[src/rtl/btb_predict_ctrl_pkg.sv]
// Shared types for the fetch-side BTB predictor: BTB read/update buses,
// in-flight prediction record and controller state.
package btb_predict_ctrl_pkg;

   localparam int ADDR_WIDTH = 32;
   localparam int BTB_SIZE   = 16;

   typedef struct packed {
      logic [ADDR_WIDTH-1:0] i_addr;
      logic [ADDR_WIDTH-1:0] target_addr;
   } btb_entry_t;

   typedef struct packed {
      logic [ADDR_WIDTH-1:0] i_addr;
      logic [ADDR_WIDTH-1:0] branch_target;
      logic                  is_taken;
   } br_cntrl_bus_t;

   // btb_cntrl clears on is_taken=0, so "no update" must keep is_taken high
   localparam br_cntrl_bus_t BR_CNTRL_IDLE = '{i_addr: '0, branch_target: '0, is_taken: 1'b1};

   typedef struct packed {
      logic [ADDR_WIDTH-1:0] pc;
      logic                  pred_taken;
      logic [ADDR_WIDTH-1:0] next_pc;
   } bpu_fifo_entry_t;

   typedef enum logic {RUN, FLUSH} bpu_state_e;

endpackage

[src/rtl/btb_predict_ctrl_if.sv]
// Fetch, resolve, redirect and BTB-side signals of the predictor.
// master = core/BTB environment, slave = btb_predict_ctrl.
interface btb_predict_ctrl_if;
   import btb_predict_ctrl_pkg::*;

   logic                  fetch_valid_i;
   logic [ADDR_WIDTH-1:0] fetch_pc_i;
   logic                  stall_o;
   logic [ADDR_WIDTH-1:0] btb_raddr_o;
   btb_entry_t            btb_entry_i;
   logic                  pred_taken_o;
   logic [ADDR_WIDTH-1:0] next_pc_o;
   logic                  res_valid_i;
   logic                  res_is_branch_i;
   logic                  res_taken_i;
   logic [ADDR_WIDTH-1:0] res_target_i;
   logic                  redirect_o;
   logic [ADDR_WIDTH-1:0] redirect_pc_o;
   br_cntrl_bus_t         br_cntrl_o;
   logic                  is_branch_o;
   logic                  err_o;

   modport master (
      output fetch_valid_i, fetch_pc_i, btb_entry_i,
             res_valid_i, res_is_branch_i, res_taken_i, res_target_i,
      input  stall_o, btb_raddr_o, pred_taken_o, next_pc_o,
             redirect_o, redirect_pc_o, br_cntrl_o, is_branch_o, err_o
   );

   modport slave (
      input  fetch_valid_i, fetch_pc_i, btb_entry_i,
             res_valid_i, res_is_branch_i, res_taken_i, res_target_i,
      output stall_o, btb_raddr_o, pred_taken_o, next_pc_o,
             redirect_o, redirect_pc_o, br_cntrl_o, is_branch_o, err_o
   );

endinterface

[src/rtl/bpu_inflight_fifo.sv]
// In-order queue of outstanding predictions; head is read combinationally.
// flush_i empties the queue and wins over push/pop.
module bpu_inflight_fifo
   import btb_predict_ctrl_pkg::*;
#(
   parameter int DEPTH = 4
) (
   input  logic                        clk,
   input  logic                        rst_n,
   input  logic                        flush_i,
   input  logic                        push_i,
   input  bpu_fifo_entry_t             din_i,
   input  logic                        pop_i,
   output bpu_fifo_entry_t             head_o,
   output logic [$clog2(DEPTH):0]      count_o
);

   localparam int PTR_W = $clog2(DEPTH);
   localparam int CNT_W = PTR_W + 1;

   bpu_fifo_entry_t    mem_q [DEPTH];
   bpu_fifo_entry_t    mem_d [DEPTH];
   logic [PTR_W-1:0]   wr_ptr_q, wr_ptr_d, rd_ptr_q, rd_ptr_d;
   logic [CNT_W-1:0]   cnt_q, cnt_d;
   logic               pop_ok, push_ok;

   // a pop in the same cycle frees the slot a full-queue push lands in
   assign pop_ok  = pop_i && (cnt_q != '0);
   assign push_ok = push_i && ((cnt_q != CNT_W'(DEPTH)) || pop_ok);

   always_comb begin
      mem_d    = mem_q;
      wr_ptr_d = wr_ptr_q;
      rd_ptr_d = rd_ptr_q;
      cnt_d    = cnt_q;
      if (flush_i) begin
         wr_ptr_d = '0;
         rd_ptr_d = '0;
         cnt_d    = '0;
      end else begin
         if (push_ok) begin
            mem_d[wr_ptr_q] = din_i;
            wr_ptr_d        = wr_ptr_q + PTR_W'(1);
         end
         if (pop_ok) rd_ptr_d = rd_ptr_q + PTR_W'(1);
         if (push_ok && !pop_ok) cnt_d = cnt_q + CNT_W'(1);
         else if (!push_ok && pop_ok) cnt_d = cnt_q - CNT_W'(1);
      end
   end

   always_ff @(posedge clk or negedge rst_n) begin
      if (!rst_n) begin
         wr_ptr_q <= '0;
         rd_ptr_q <= '0;
         cnt_q    <= '0;
      end else begin
         wr_ptr_q <= wr_ptr_d;
         rd_ptr_q <= rd_ptr_d;
         cnt_q    <= cnt_d;
      end
   end

   always_ff @(posedge clk) begin
      mem_q <= mem_d;
   end

   assign head_o  = mem_q[rd_ptr_q];
   assign count_o = cnt_q;

endmodule

[src/rtl/btb_predict_ctrl.sv]
// Fetch-side BTB lookup plus in-order resolution check: raises redirects on
// mispredicts and drives the btb_cntrl update bus one cycle after each pop.
module btb_predict_ctrl
   import btb_predict_ctrl_pkg::*;
#(
   parameter int FIFO_DEPTH = 4,
   parameter int BTB_IDX_W  = $clog2(BTB_SIZE)
) (
   input logic             clk,
   input logic             rst_n,
   btb_predict_ctrl_if.slave bus
);

   localparam int CNT_W = $clog2(FIFO_DEPTH) + 1;

   bpu_state_e            state_q, state_d;
   br_cntrl_bus_t         br_q, br_d;
   logic                  is_br_q, is_br_d;
   logic [ADDR_WIDTH-1:0] redir_pc_q, redir_pc_d;
   logic                  err_q, err_d;

   bpu_fifo_entry_t       head, push_entry;
   logic [CNT_W-1:0]      count;
   logic                  hit, stall, run, fifo_empty, push, pop, mispredict;
   logic [ADDR_WIDTH-1:0] pc_plus4, pred_next, actual_next;

   assign hit        = (bus.btb_entry_i.i_addr == bus.fetch_pc_i) &&
                       (bus.btb_entry_i.target_addr != '0);
   assign pc_plus4   = bus.fetch_pc_i + ADDR_WIDTH'(4);
   assign pred_next  = hit ? bus.btb_entry_i.target_addr : pc_plus4;
   assign stall      = (count == CNT_W'(FIFO_DEPTH));
   assign fifo_empty = (count == '0);
   assign run        = (state_q == RUN);
   assign pop        = bus.res_valid_i && run && !fifo_empty;
   assign push       = bus.fetch_valid_i && run && (!stall || pop);

   assign actual_next = bus.res_taken_i ? bus.res_target_i : head.pc + ADDR_WIDTH'(4);
   assign mispredict  = pop && (actual_next != head.next_pc);

   assign push_entry = '{pc: bus.fetch_pc_i, pred_taken: hit, next_pc: pred_next};

   bpu_inflight_fifo #(.DEPTH(FIFO_DEPTH)) u_fifo (
      .clk     (clk),
      .rst_n   (rst_n),
      .flush_i (mispredict),
      .push_i  (push),
      .din_i   (push_entry),
      .pop_i   (pop),
      .head_o  (head),
      .count_o (count)
   );

   always_comb begin
      state_d    = state_q;
      br_d       = BR_CNTRL_IDLE;
      is_br_d    = 1'b0;
      redir_pc_d = redir_pc_q;
      err_d      = err_q;
      case (state_q)
         RUN: begin
            if (bus.res_valid_i && fifo_empty) err_d = 1'b1;
            if (pop) begin
               if (bus.res_is_branch_i) begin
                  is_br_d = 1'b1;
                  br_d    = bus.res_taken_i ?
                            '{i_addr: head.pc, branch_target: bus.res_target_i, is_taken: 1'b1} :
                            '{i_addr: head.pc, branch_target: '0, is_taken: 1'b0};
               end else if (head.pred_taken) begin
                  // non-branch aliased onto a BTB entry: scrub it
                  br_d = '{i_addr: head.pc, branch_target: '0, is_taken: 1'b0};
               end
               if (mispredict) begin
                  state_d    = FLUSH;
                  redir_pc_d = actual_next;
               end
            end
         end
         FLUSH:   state_d = RUN;
         default: state_d = RUN;
      endcase
   end

   always_ff @(posedge clk or negedge rst_n) begin
      if (!rst_n) begin
         state_q    <= RUN;
         br_q       <= BR_CNTRL_IDLE;
         is_br_q    <= 1'b0;
         redir_pc_q <= '0;
         err_q      <= 1'b0;
      end else begin
         state_q    <= state_d;
         br_q       <= br_d;
         is_br_q    <= is_br_d;
         redir_pc_q <= redir_pc_d;
         err_q      <= err_d;
      end
   end

   assign bus.stall_o       = stall;
   assign bus.btb_raddr_o   = {{(ADDR_WIDTH-BTB_IDX_W){1'b0}}, bus.fetch_pc_i[BTB_IDX_W+1:2]};
   assign bus.pred_taken_o  = bus.fetch_valid_i && hit;
   assign bus.next_pc_o     = pred_next;
   assign bus.redirect_o    = (state_q == FLUSH);
   assign bus.redirect_pc_o = redir_pc_q;
   assign bus.br_cntrl_o    = br_q;
   assign bus.is_branch_o   = is_br_q;
   assign bus.err_o         = err_q;

endmodule

[src/flat_wrapper.sv]
// flat-port wrapper written by rule: the top's interface ports become plain ports
module btb_predict_ctrl_flat import btb_predict_ctrl_pkg::*;
#(
   parameter int FIFO_DEPTH = 4,
   parameter int BTB_IDX_W  = $clog2(BTB_SIZE)
)
  (clk, rst_n, bus_fetch_valid_i, bus_fetch_pc_i, bus_btb_entry_i, bus_res_valid_i, bus_res_is_branch_i, bus_res_taken_i, bus_res_target_i, bus_stall_o, bus_btb_raddr_o, bus_pred_taken_o, bus_next_pc_o, bus_redirect_o, bus_redirect_pc_o, bus_br_cntrl_o, bus_is_branch_o, bus_err_o);
  btb_predict_ctrl_if bus_i ();
  input logic clk;
  input logic rst_n;
  input wire logic [$bits(bus_i.fetch_valid_i)-1:0] bus_fetch_valid_i;
  input wire logic [$bits(bus_i.fetch_pc_i)-1:0] bus_fetch_pc_i;
  input wire logic [$bits(bus_i.btb_entry_i)-1:0] bus_btb_entry_i;
  input wire logic [$bits(bus_i.res_valid_i)-1:0] bus_res_valid_i;
  input wire logic [$bits(bus_i.res_is_branch_i)-1:0] bus_res_is_branch_i;
  input wire logic [$bits(bus_i.res_taken_i)-1:0] bus_res_taken_i;
  input wire logic [$bits(bus_i.res_target_i)-1:0] bus_res_target_i;
  output wire logic [$bits(bus_i.stall_o)-1:0] bus_stall_o;
  output wire logic [$bits(bus_i.btb_raddr_o)-1:0] bus_btb_raddr_o;
  output wire logic [$bits(bus_i.pred_taken_o)-1:0] bus_pred_taken_o;
  output wire logic [$bits(bus_i.next_pc_o)-1:0] bus_next_pc_o;
  output wire logic [$bits(bus_i.redirect_o)-1:0] bus_redirect_o;
  output wire logic [$bits(bus_i.redirect_pc_o)-1:0] bus_redirect_pc_o;
  output wire logic [$bits(bus_i.br_cntrl_o)-1:0] bus_br_cntrl_o;
  output wire logic [$bits(bus_i.is_branch_o)-1:0] bus_is_branch_o;
  output wire logic [$bits(bus_i.err_o)-1:0] bus_err_o;
  assign bus_i.fetch_valid_i = bus_fetch_valid_i;
  assign bus_i.fetch_pc_i = bus_fetch_pc_i;
  assign bus_i.btb_entry_i = bus_btb_entry_i;
  assign bus_i.res_valid_i = bus_res_valid_i;
  assign bus_i.res_is_branch_i = bus_res_is_branch_i;
  assign bus_i.res_taken_i = bus_res_taken_i;
  assign bus_i.res_target_i = bus_res_target_i;
  assign bus_stall_o = bus_i.stall_o;
  assign bus_btb_raddr_o = bus_i.btb_raddr_o;
  assign bus_pred_taken_o = bus_i.pred_taken_o;
  assign bus_next_pc_o = bus_i.next_pc_o;
  assign bus_redirect_o = bus_i.redirect_o;
  assign bus_redirect_pc_o = bus_i.redirect_pc_o;
  assign bus_br_cntrl_o = bus_i.br_cntrl_o;
  assign bus_is_branch_o = bus_i.is_branch_o;
  assign bus_err_o = bus_i.err_o;
  btb_predict_ctrl #(.FIFO_DEPTH(FIFO_DEPTH), .BTB_IDX_W(BTB_IDX_W)) u_core (.clk(clk), .rst_n(rst_n), .bus(bus_i));
endmodule
[config.mk]
export PLATFORM = sky130hd
export DESIGN_NAME = btb_predict_ctrl_flat
export DESIGN_NICKNAME = d
export VERILOG_FILES = /design/src/rtl/btb_predict_ctrl_pkg.sv /design/src/rtl/btb_predict_ctrl_if.sv /design/src/rtl/bpu_inflight_fifo.sv /design/src/rtl/btb_predict_ctrl.sv /design/src/flat_wrapper.sv
export SDC_FILE = /design/constraint.sdc
export NUM_CORES = 1
export LEC_CHECK = 0
export ABC_AREA = 1
export CAP_MARGIN = 20
export CORE_ASPECT_RATIO = 0.75
export CORE_MARGIN = 4
export CORE_UTILIZATION = 54
export CTS_CLUSTER_SIZE = 28
export DETAILED_ROUTE_END_ITERATION = 8
export HOLD_SLACK_MARGIN = 0.05
export PLACE_DENSITY = 0.92
export SKIP_CTS_REPAIR_TIMING = 1
export SYNTH_ARGS = -nofsm -noshare
export SYNTH_HDL_FRONTEND = slang
export SYNTH_SLANG_ARGS = --single-unit
[constraint.sdc]
create_clock -name clk -period 6.2 [get_ports clk]
set_input_delay 1.24 -clock clk [delete_from_list [all_inputs] [get_ports clk]]
set_output_delay 1.24 -clock clk [all_outputs]
set_load 0.03 [all_outputs]
==> results.md <==
- Worst supply voltage drop on vdd: 238 uV
- Final cell count without fillers: 2764
- Count of final max-slew check failures: 0
- Die H: 166 um
- Compound-Gate Fraction of Synth Area: 5.00%
- Total global-route track usage: 33.2%
- Core region area: 0.0326 mm^2
- HPWL after DPL: 45.5 mm
- Number of different library cells in the post-synthesis netlist: 46
- Clock tree root buffer cell: sky130_fd_sc_hd__clkbuf_16
- Leakage power: 9.79 nW
- Drt via density: 5.72
- Total clock sinks: 367
- Ports: 300
- Via count of the first global-routing pass: 15.3k
- Post-synthesis xor/xnor area fraction: 2.04%
- Initial antenna violation count: 3
- Area enclosed by the die boundary: 0.0363 mm^2
- Cell count after synthesis: 1995
- Crit start category: primary input
- Ranking of synthesized cells by area: sky130_fd_sc_hd__edfxtp_1 (43%), sky130_fd_sc_hd__nand2_1 (15%), sky130_fd_sc_hd__dfrtp_1 (15%)
- Critical Setup Path Class: primary input to output pin
- Simple-Gate Fraction of Synth Area: 27.5%
- Gpl congestion: 1.04
- Cell type with the highest aggregate area in the netlist: sky130_fd_sc_hd__edfxtp_1
- Cell breakdown of the critical path: clkdlybuf4s50_1 -> inv_1 -> nand2_1 -> nand3_1 -> nor4_1 -> nand2_1 -> nor4_1 -> nand2_1 -> o21ai_0 -> clkdlybuf4s50_1
- First-pass GRT wire length: 91.3 mm
- Total congestion overflow after global routing: 0
- Share of the synthesized area in the top cell type: 43.4%
- Number of clock buffers inserted by TritonCTS: 35
- CTS tree: yes
- Setup slack after layout: 0.247 ns
- Share of the clock period used by the worst path after layout: 96.0%
- Fin nets: 2436
- Total number of yosys warnings: 0
- Number of buffer and inverter instances along the worst setup path: 3
- CP max stage cell: sky130_fd_sc_hd__clkdlybuf4s50_1
- Mapped cell area: 0.0180 mm^2
- Sum of internal, switching and leakage power: 0.00962 W
- Top fanout value on the critical path: 12
- FF+latch count, synth: 367
- Fraction of final layout cells sized beyond drive strength 1: 9.26%
- Synthesized area per cell: 9.02 um^2
- H-Tree Depth: 2
- Worst slew pin tran: 1.05 ns
- Total of endpoints with negative setup slack in the final report: 0
- Multiplexer fraction of the synthesized cell area: 0%
- Rows: 57
- Clk slew on worst S/H paths: 0.06 ns
- Count of input and output buffers: 271
- Maximum single-stage delay on the critical path: 0.78 ns
- Count of final hold-check violations: 0
- Buffers from clock root to sink, at most: 3
- Drt drc: 0
- Combinational family with the most area after synthesis: simple AND/OR/NAND/NOR gates
- Result of the run: completed
- Largest net degree at the start of global routing: 137
- Total Routed Length: 61.5 mm
- Crit path DAT: 4.71 ns
- Cell family with the largest share of critical-path delay: buffers and inverters
- Most common cell type on the critical path: sky130_fd_sc_hd__nand2_1
- Insertion delay of the later-clocked pin in the worst-skew pair: 0.54 ns
- Post-synthesis sequential area ratio: 58.3%
- Maximum clock frequency: 0.168 GHz
- Detailed-route via count: 15.8k
- Total power divided by cell area: 422 mW/mm^2
- Final Skew: 0.0187 ns
- Min-Delay Path Class: flip-flop to flip-flop
- Placed Instances: 2695
- Setup repair after global routing missed its margin: false
- Required time at the worst-slack endpoint: 4.96 ns
- Layout filler cell count: 2326
- Combined area of the multi-input logic cells: 0.00648 mm^2
- Post-synthesis adder-cell area fraction: 0.598%
- Pre-CTS setup slack: 0.240 ns
- Iteration-0 DRC Markers: 2086
- Max Cap Violations: 0
- Final critical-path required period: 5.95 ns
- Final-layout setup total negative slack: 0 ns
- Die width: 219 um
- Synth-to-Final Area Change: 26.6%
- Area taken by flip-flops and latches: 0.0105 mm^2
- Post-route ant nets: 0
- Type of destination of the critical path: output pin
- Slew Limit Headroom: 29.4%
- Number of detailed-routing iterations run before antenna repair: 6
- Average routed wire per standard cell: 22.2 um
- Initial core utilization: 55.2%
==> registers in the layout, indices dropped and copies added, names as in the netlist <==
name	cells
u_core.bus.br_cntrl_o	65
u_core.u_fifo.wr_ptr_q	2
u_core.u_fifo.count_o	3
u_core.u_fifo.mem_q	260
u_core.bus.redirect_pc_o	32
u_core.bus.redirect_o	1
u_core.bus.is_branch_o	1
u_core.bus.err_o	1
u_core.u_fifo.rd_ptr_q	2
==> per-layer routing <==
metal  GRT usage, %  vias up  routed length (um)
li1               -     7159                   -
met1           46.5     7419               23900
met2           52.4     1087               27700
met3           7.10      154                7700
met4           10.5        0                2160
met5              0        -                   0
==> logic make-up (layout without fill, tap and decap cells) <==
group | count (synthesis) | after routing
AO/OA/AOI/OAI | 153 | 153
buffers and inverters | 246 | 545
XOR/XNOR | 42 | 42
AND/OR/NAND/NOR | 1178 | 1178
other | 1 | 29
adder cells (fa/ha/maj) | 8 | 8
flip-flops | 367 | 367
==> cell usage in the layout (no fill, tap or decap), types with 10 or more instances in the layout <==
cell type / count
sky130_fd_sc_hd__edfxtp_1: 260
sky130_fd_sc_hd__clkdlybuf4s50_1: 244
sky130_fd_sc_hd__a32oi_1: 27
sky130_fd_sc_hd__nor2_2: 10
sky130_fd_sc_hd__conb_1: 28
sky130_fd_sc_hd__buf_12: 34
sky130_fd_sc_hd__buf_4: 59
sky130_fd_sc_hd__or2_2: 26
sky130_fd_sc_hd__o21ai_1: 18
sky130_fd_sc_hd__nand4_1: 26
sky130_fd_sc_hd__nand3_1: 169
sky130_fd_sc_hd__dfrtp_1: 105
sky130_fd_sc_hd__nor4_1: 12
sky130_fd_sc_hd__clkbuf_16: 36
sky130_fd_sc_hd__o21ai_0: 57
sky130_fd_sc_hd__xor2_1: 23
sky130_fd_sc_hd__inv_1: 133
sky130_fd_sc_hd__xnor2_1: 19
sky130_fd_sc_hd__nor2_1: 174
sky130_fd_sc_hd__nor3_1: 14
sky130_fd_sc_hd__a21oi_1: 36
sky130_fd_sc_hd__nand2_1: 718
==> worst paths after layout <==
kind                                      startpoint                         to  slack [ns]  depth (start not counted)
max reg2reg                u_core.u_fifo.rd_ptr_q[0]   u_core.u_fifo.mem_q[244]        1.33                         19
min in group asynchronous                      rst_n  u_core.bus.br_cntrl_o[13]        0.75                          1
max                                bus_fetch_pc_i[8]          bus_next_pc_o[22]        0.25                         10
min reg2reg                         u_core.bus.err_o           u_core.bus.err_o        0.49                          1
min                                 u_core.bus.err_o           u_core.bus.err_o        0.49                          1
max in group asynchronous                      rst_n  u_core.u_fifo.rd_ptr_q[0]        4.24                          2
==> layout make-up <==
type                       instances  area share (%)
inverter                         139            2.30
multi-input combinational       1409            28.4
tap                              442            2.43
sequential                       367            46.0
antenna                            1          0.0110
timing repair buffer             342            16.0
clock inverter                    13           0.456
clock buffer                      51            4.41
==> synthesized netlist by cell type, drive strengths merged <==
cell / n
a21oi: 37
a31o: 1
a31oi: 1
a32oi: 27
and2: 1
and3: 1
buf: 84
clkbuf: 23
clkinv: 1
conb: 1
dfrtp: 106
dfstp: 1
edfxtp: 260
fa: 1
ha: 7
inv: 138
nand2: 722
nand3: 172
nand3b: 5
nand4: 26
nor2: 193
nor3: 16
nor3b: 2
nor4: 13
o211ai: 1
o21ai: 76
o221ai: 1
o22a: 2
o22ai: 6
o31ai: 1
or2: 26
or4: 1
xnor2: 19
xor2: 23
==> metrics by stage <==
stage	area, um^2	util [%]	hold WS [ns]
floorplan	18100	-	0.518
global placement	21600	66.2	0.452
detailed placement	21600	66.3	0.474
CTS	22700	69.7	0.489
global route	22800	69.9	0.508
finish	22800	69.9	0.489
==> power breakdown <==
group	total (W)	internal (W)	leakage (nW)	switching, W
Sequential	0.00327	0.00310	3.77	0.000174
Combinational	0.00427	0.00127	5.46	0.00300
Clock	0.00208	0.00118	0.548	0.000902
(Power assumes the default switching activity.)
